## config.mk

```make
export PLATFORM = sky130hd
export DESIGN_NAME = pulpemu_input_conditioner
export DESIGN_NICKNAME = d
export VERILOG_FILES = /design/src/rtl/pulpemu_io_pkg.sv /design/src/rtl/pulpemu_debounce_chan.sv /design/src/rtl/pulpemu_input_conditioner.sv
export SDC_FILE = /design/constraint.sdc
export NUM_CORES = 1
export LEC_CHECK = 0
export ABC_AREA = 1
export CAP_MARGIN = 40
export CORE_AREA = 5 5 255 257
export DETAILED_ROUTE_END_ITERATION = 10
export DIE_AREA = 0 0 260 262
export PLACE_DENSITY_LB_ADDON = 0.08
export SLEW_MARGIN = 20
export SYNTH_ARGS = -nofsm -noshare
export SYNTH_HDL_FRONTEND = slang
export SYNTH_SLANG_ARGS = --single-unit
```

## constraint.sdc

```tcl
create_clock -name ext_clk_i -period 4.2 [get_ports ext_clk_i]
set_input_delay 0.42 -clock ext_clk_i [delete_from_list [all_inputs] [get_ports ext_clk_i]]
set_output_delay 0.42 -clock ext_clk_i [all_outputs]
set_load 0.1 [all_outputs]
```

## src/rtl/pulpemu_io_pkg.sv

```systemverilog
// pulpemu_io_pkg: shared types, default timing constants and counter-width helper
// for the board input conditioner.  Rev 1.0
`default_nettype none
`timescale 1ns/1ps

package pulpemu_io_pkg;

  typedef enum logic {
    STABLE = 1'b0,
    CHECK  = 1'b1
  } db_state_e;

  localparam int DEFAULT_SYNC_STAGES = 2;
  localparam int DEFAULT_DB_CYCLES   = 1000000;
  localparam int DEFAULT_LONG_CYCLES = 100000000;

  // A counter always needs at least one bit, even for degenerate ranges.
  function automatic int cnt_width(input int n);
    return (n < 2) ? 1 : $clog2(n);
  endfunction

endpackage

`default_nettype wire

```

## src/rtl/pulpemu_debounce_chan.sv

```systemverilog
// pulpemu_debounce_chan: one input channel - synchroniser, debounce FSM,
// edge pulses and long-press detection.  Rev 1.0
`default_nettype none
`timescale 1ns/1ps

module pulpemu_debounce_chan
  import pulpemu_io_pkg::*;
#(
  parameter int   SYNC_STAGES = DEFAULT_SYNC_STAGES,
  parameter int   DB_CYCLES   = DEFAULT_DB_CYCLES,
  parameter int   LONG_CYCLES = DEFAULT_LONG_CYCLES,
  parameter logic RST_LEVEL   = 1'b0
) (
  input  logic ext_clk_i,
  input  logic ext_rstn_i,
  input  logic raw_i,
  output logic level_o,
  output logic rise_o,
  output logic fall_o,
  output logic long_o,
  output logic busy_o
);

  localparam int DB_W   = cnt_width(DB_CYCLES);
  localparam int HOLD_W = cnt_width(LONG_CYCLES + 1);

  localparam logic [DB_W-1:0]   DB_LAST   = DB_W'(DB_CYCLES - 1);
  localparam logic [DB_W-1:0]   DB_ONE    = DB_W'(1);
  localparam logic [HOLD_W-1:0] HOLD_MAX  = HOLD_W'(LONG_CYCLES);
  localparam logic [HOLD_W-1:0] HOLD_FIRE = HOLD_W'(LONG_CYCLES - 1);

  logic [SYNC_STAGES-1:0] sync_q;
  logic                   s;
  db_state_e              state_q, state_d;
  logic [DB_W-1:0]        db_cnt_q, db_cnt_d;
  logic                   level_d, rise_d, fall_d;
  logic [HOLD_W-1:0]      hold_q;

  assign s      = sync_q[SYNC_STAGES-1];
  assign busy_o = (state_q == CHECK);

  always_ff @(posedge ext_clk_i or negedge ext_rstn_i) begin
    if (!ext_rstn_i) begin
      sync_q   <= {SYNC_STAGES{RST_LEVEL}};
      state_q  <= STABLE;
      db_cnt_q <= '0;
      level_o  <= RST_LEVEL;
      rise_o   <= 1'b0;
      fall_o   <= 1'b0;
    end else begin
      sync_q   <= {sync_q[SYNC_STAGES-2:0], raw_i};
      state_q  <= state_d;
      db_cnt_q <= db_cnt_d;
      level_o  <= level_d;
      rise_o   <= rise_d;
      fall_o   <= fall_d;
    end
  end

  always_comb begin
    state_d  = state_q;
    db_cnt_d = db_cnt_q;
    level_d  = level_o;
    rise_d   = 1'b0;
    fall_d   = 1'b0;
    case (state_q)
      STABLE: begin
        if (s != level_o) begin
          state_d  = CHECK;
          db_cnt_d = DB_ONE;
        end else begin
          db_cnt_d = '0;
        end
      end
      CHECK: begin
        // Any return to the current level is a bounce: restart from scratch.
        if (s == level_o) begin
          state_d  = STABLE;
          db_cnt_d = '0;
        end else if (db_cnt_q == DB_LAST) begin
          level_d  = s;
          rise_d   = s;
          fall_d   = ~s;
          state_d  = STABLE;
          db_cnt_d = '0;
        end else begin
          db_cnt_d = db_cnt_q + DB_ONE;
        end
      end
      default: begin
        state_d  = STABLE;
        db_cnt_d = '0;
      end
    endcase
  end

  // hold_q saturates at LONG_CYCLES, so long_o fires exactly once per press.
  always_ff @(posedge ext_clk_i or negedge ext_rstn_i) begin
    if (!ext_rstn_i) begin
      hold_q <= '0;
      long_o <= 1'b0;
    end else begin
      long_o <= level_o && (hold_q == HOLD_FIRE);
      if (!level_o) begin
        hold_q <= '0;
      end else if (hold_q != HOLD_MAX) begin
        hold_q <= hold_q + HOLD_W'(1);
      end
    end
  end

endmodule

`default_nettype wire

```

## src/rtl/pulpemu_input_conditioner.sv

```systemverilog
// pulpemu_input_conditioner: debounced levels and event pulses for the board
// buttons and switches, one independent channel per input.  Rev 1.0
`default_nettype none
`timescale 1ns/1ps

module pulpemu_input_conditioner
  import pulpemu_io_pkg::*;
#(
  parameter int   N_IN        = 8,
  parameter int   SYNC_STAGES = DEFAULT_SYNC_STAGES,
  parameter int   DB_CYCLES   = DEFAULT_DB_CYCLES,
  parameter int   LONG_CYCLES = DEFAULT_LONG_CYCLES,
  parameter logic RST_LEVEL   = 1'b0
) (
  input  logic            ext_clk_i,
  input  logic            ext_rstn_i,
  input  logic [N_IN-1:0] raw_i,
  output logic [N_IN-1:0] level_o,
  output logic [N_IN-1:0] rise_o,
  output logic [N_IN-1:0] fall_o,
  output logic [N_IN-1:0] long_o,
  output logic            busy_o
);

  logic [N_IN-1:0] busy_vec;

  for (genvar i = 0; i < N_IN; i++) begin : g_chan
    pulpemu_debounce_chan #(
      .SYNC_STAGES (SYNC_STAGES),
      .DB_CYCLES   (DB_CYCLES),
      .LONG_CYCLES (LONG_CYCLES),
      .RST_LEVEL   (RST_LEVEL)
    ) u_chan (
      .ext_clk_i  (ext_clk_i),
      .ext_rstn_i (ext_rstn_i),
      .raw_i      (raw_i[i]),
      .level_o    (level_o[i]),
      .rise_o     (rise_o[i]),
      .fall_o     (fall_o[i]),
      .long_o     (long_o[i]),
      .busy_o     (busy_vec[i])
    );
  end

  assign busy_o = |busy_vec;

endmodule

`default_nettype wire

```

======== Word-level counts from Yosys, hierarchy flattened ========
Cells that the tools add are included.
storage, ports and cells
  input bits .............................. 10
  bits in registers ....................... 432
  word-level logic and storage cells ...... 297
operators by class
  reduce and logical (&&, ||, !) cells .... 17
  $add $sub $neg .......................... 16
  bitwise operators ....................... 24
  eq/ne operators ......................... 48
  mux-type cells .......................... 128
operator list
  operator                                       number
  two-way mux 27 bit                             16
  two-way mux 20 bit                             16
  one-hot mux 20 bit (2 select lines)            8
  adder 27 x 1 -> 27 bit, second input constant  8
  == test 27 bit, second input constant          8
  != test 27 bit, second input constant          8
  adder 20 x 1 -> 20 bit, second input constant  8
  == test 20 bit, second input constant          8
  two-way mux 1 bit                              80
  inverter 1 bit                                 24
  AND reduction 3 bit                            8
  != test 2 bit, second input constant           8
  one-hot mux 1 bit (2 select lines)             8
  == test 1 bit                                  8
  logical AND 1 bit                              8
  != test 1 bit                                  8
  OR reduction 8 bit                             1

======== Depth between registers and ports, before layout ========
  depth after elaboration ................. 4
  gate-level depth with buffers ........... 9

======== Cells and area by module ========
A second synthesis with hierarchy kept.
unflattened totals
  cell total of the unflattened synthesis .. 3555
  area, all modules ....................... 24841.3 sq um
by module, submodules not included
  module                                        area an instance (sq um)  instances  cells an instance  seq. area each (sq um)
  pulpemu_debounce_chan (g_chan[1].u_chan ...)  3080.5                    6          442                1351.3
  pulpemu_debounce_chan (g_chan[0].u_chan)      3198.1                    1          459                1351.3
  pulpemu_debounce_chan (g_chan[7].u_chan)      3104.2                    1          429                1351.3
  pulpemu_input_conditioner                     56.3                      1          15                 0.0

======== Worst setup path before layout ========
OpenSTA, ideal clock, no wires.
  path kind ............................... register to output
  start ................................... register g_chan[3].u_chan.state_q
  end ..................................... output busy_o
  cell stages (with the launch flop) ...... 3
  arrival time ............................ 1.392 ns
  slack ................................... 2.388 ns
  path buffers ............................ 0
  cell sequence ........................... dfrtp_1 -> nor4_1 -> nand3_1
between the ends
  cells in the longest elaborated chain, start to end .. 1
ends and longest elaborated chain
  what                    line                             RTL
  from (decl)             pulpemu_debounce_chan.sv:34      db_state_e state_q, state_d;
  from (signal assigned)  pulpemu_debounce_chan.sv:52      state_q <= state_d;
  OR reduction 8 bit      pulpemu_input_conditioner.sv:45  assign busy_o = |busy_vec;
  to (decl)               pulpemu_input_conditioner.sv:22  output logic busy_o
No other way between the ends.

======== Final worst setup path ========
  start ................................... register g_chan[6].u_chan.level_o
  end ..................................... output level_o[6]
RTL lines
  what                    line                             RTL
  from (decl)             pulpemu_debounce_chan.sv:17      output logic level_o,
  from (signal assigned)  pulpemu_debounce_chan.sv:54      level_o <= level_d;
  to (decl)               pulpemu_input_conditioner.sv:18  output logic [N_IN-1:0] level_o,
No word-level cell between the ends.

==> run summary <==
die boundary height: 262 um
RSZ-0062 raised after global routing: no
post-CTS resize count: 0
initial antenna violation count: 1
clock slew at reported path FFs: 0.06 ns
Leak: 11.8 nW
HPWL after DPL: 41.0 mm
top layer in use: met5
Fin. Hold Viols: 0
Metal-1 WL: 27.4 mm
Max Clk Rate: 359 MHz
GRT Total Usage: 16.8%
average routed wire per standard cell: 12.6 um
Critical Path RT: 3.78 ns
drc violations: 0
fin crit period: 2.78 ns
Syn Inst Count: 3515
period utilisation layout: 66.3%
TritonRoute pass-1 iters: 6
skew final: 0.0194 ns
CP max-delay cell: dfrtp_1
hold_buf cts: 1
status: complete, no violations
CTS tree: yes
syn nets: 3549
post-synthesis simple-gate area fraction: 39.0%
DRT Wirelength: 56.5 mm
Hold Crit Class: in2reg
first-pass GRT wire length: 97.9 mm
H-tree depth: 2
CP max stage delay: 0.84 ns
Initial Util: 39.5%
largest family of logic cells by synthesized area: simple AND/OR/NAND/NOR gates
WL met3: 1.98 mm
GPL Wtd Cong: 0.873
EDFF count, synth: 0
Peak VDD IR: 0.320 mV
nature of the critical path endpoint: output pin
Net count, final: 3623
Area Overhead vs Synth: 14.4%
die width: 260 um
vias in the first global route: 20.5k
Synth Area in XOR/XNOR: 3.34%
vias per cell: 4.76
Mapped Area: 24700 um2
max_cap viols: 0
Slew Limit Fails: 0
Tightest Pin Transition: 0.767 ns
I/O pins: 43
share of layout cells above drive strength 1: 6.99%
register area share after synthesis: 43.8%
PortBufs: 42
Data arrival, critical path: 2.36 ns
design area: 28200 um2
# rows: 92
CTS Root Cell: clkbuf_16
number of fill cells: 6247
top_reg_cell synth: dfrtp_1
clk sinks: 432
largest net degree at the start of global routing: 101
Setup Viol. Count Final: 0
setup TNS: 0 ns
Commonest cells post-synth: nand2_1 (888), nor2_1 (823), dfrtp_1 (432), inv_1 (410), nand3_1 (254)
total gr overflow: 0
Clock Latency Late Sink: 0.60 ns
Setup Fix Bufs, Post-CTS: 0
TritonCTS Buffers: 53
Post-Synth Adder-Cell Area: 1.22%
number of synthesized register bits: 432
most frequent cell after synthesis: nand2_1
Core ar.: 62500 um2
placed cell area: 26400 um2
count of cell types in the netlist: 40
Yosys top cell area share: 43.8%
syn_area_per_cell: 7.02 um2
Crit Path Category: reg2out
Slew Limit Headroom: 48.8%
clk buf depth: 3
DR iter-0 viols: 1294
met2 routed WL: 26.0 mm
leading post-synthesis cells by cell area: dfrtp_1 (44%), nand2_1 (14%), nor2_1 (13%)
Vias: 21.3k
Pwr Density: 331 nW/um2
Warnings, synthesis: 0
number of diodes: 0
asr flop ratio synth: 100%
crit-path max FO: 23
compound-cell area share of the yosys netlist: 4.39%
mux cell area share after synthesis: 0%
Yosys top cell by area: dfrtp_1
Startpoint Class: register
die footprint: 68100 um2
crit path cell chain: clkdlybuf4s50_1, buf_16
remaining antenna violation count after routing: 0
registers in the layout (all words and copies together) (netlist names):
register / cells
g_chan.u_chan.long_o: 8
g_chan.u_chan.busy_o: 8
g_chan.u_chan.sync_q: 16
g_chan.u_chan.level_o: 8
g_chan.u_chan.fall_o: 8
g_chan.u_chan.hold_q: 216
g_chan.u_chan.db_cnt_q: 160
g_chan.u_chan.rise_o: 8
layer usage:
metal	GRT usage (%)	vias to the layer above
met5	0	-
met4	4.01	2
met1	23.1	9837
met3	2.47	84
met2	28.1	275
li1	-	11140
critical path, delay by kind of cell (launching register included):
family   cells  cell delay (ns)
buf+inv      2             0.93
flops        1             0.84
cell families (layout without fill, tap and decap cells):
kind of cell,count (synthesis),in the layout
xor+xnor,94,94
buf+inv,490,609
simple gates,2264,2264
fa+ha+maj,24,24
flops,432,432
compound gates,211,211
placed cells by master, fill, tap and decap left out, types with 41 or more instances in the layout:
| master | n |
|---|---|
| nand2_1 | 888 |
| nor2_1 | 823 |
| dfrtp_1 | 432 |
| inv_1 | 410 |
| nand3_1 | 254 |
| a21oi_1 | 119 |
| nor3_1 | 103 |
| o21ai_0 | 78 |
| nand4_1 | 58 |
| clkbuf_16 | 55 |
| xor2_1 | 53 |
| nor2_2 | 42 |
| xnor2_1 | 41 |
| clkdlybuf4s50_1 | 41 |
path summary, 6_finish.rpt:
check | from | depth (start not counted) | endpoint | slack [ns]
max | g_chan[6].u_chan.level_o | 2 | level_o[6] | 1.42
min | raw_i[5] | 1 | g_chan[5].u_chan.sync_q[0] | 0.26
max reg2reg | g_chan[6].u_chan.level_o | 6 | g_chan[6].u_chan.db_cnt_q[15] | 2.17
min reg2reg | g_chan[2].u_chan.sync_q[0] | 0 | g_chan[2].u_chan.sync_q[1] | 0.34
max in group asynchronous | ext_rstn_i | 3 | g_chan[5].u_chan.db_cnt_q[14] | 2.73
min in group asynchronous | ext_rstn_i | 2 | g_chan[3].u_chan.hold_q[2] | 0.40
through the flow:
stage	power [mW]	cells	utilization [%]	setup WS, ns	hold WS, ns
6_report	9.34	4480	45.2	1.42	0.259
4_1_cts	9.54	4480	45.2	1.34	0.211
3_5_place_dp	4.58	4379	42.2	2.02	0.335
3_3_place_gp	4.57	4346	41.3	1.65	0.334
2_1_floorplan	4.43	3515	-	2.39	0.124
5_1_grt	9.73	4480	45.2	1.30	0.220
final cells by class:
| type | count | area [um2] | share of cell area, % |
|---|---|---|---|
| clock buffers | 80 | 1610 | 5.70 |
| clock inverters | 20 | 262 | 0.926 |
| inverters | 424 | 1590 | 5.64 |
| multi-input cells | 2593 | 11800 | 41.9 |
| flip-flops and latches | 432 | 10800 | 38.3 |
| well taps | 846 | 1060 | 3.75 |
| repair buffers | 85 | 1070 | 3.80 |
power by group:
part / total (mW) / internal [mW] / switching [mW]
logic: 0.252 / 0.0597 / 0.193
registers: 4.24 / 4.20 / 0.0327
clock network: 4.85 / 3.00 / 1.84
total: 9.34 / 7.27 / 2.07
No activity file was read; power rests on OpenSTA's default activity.
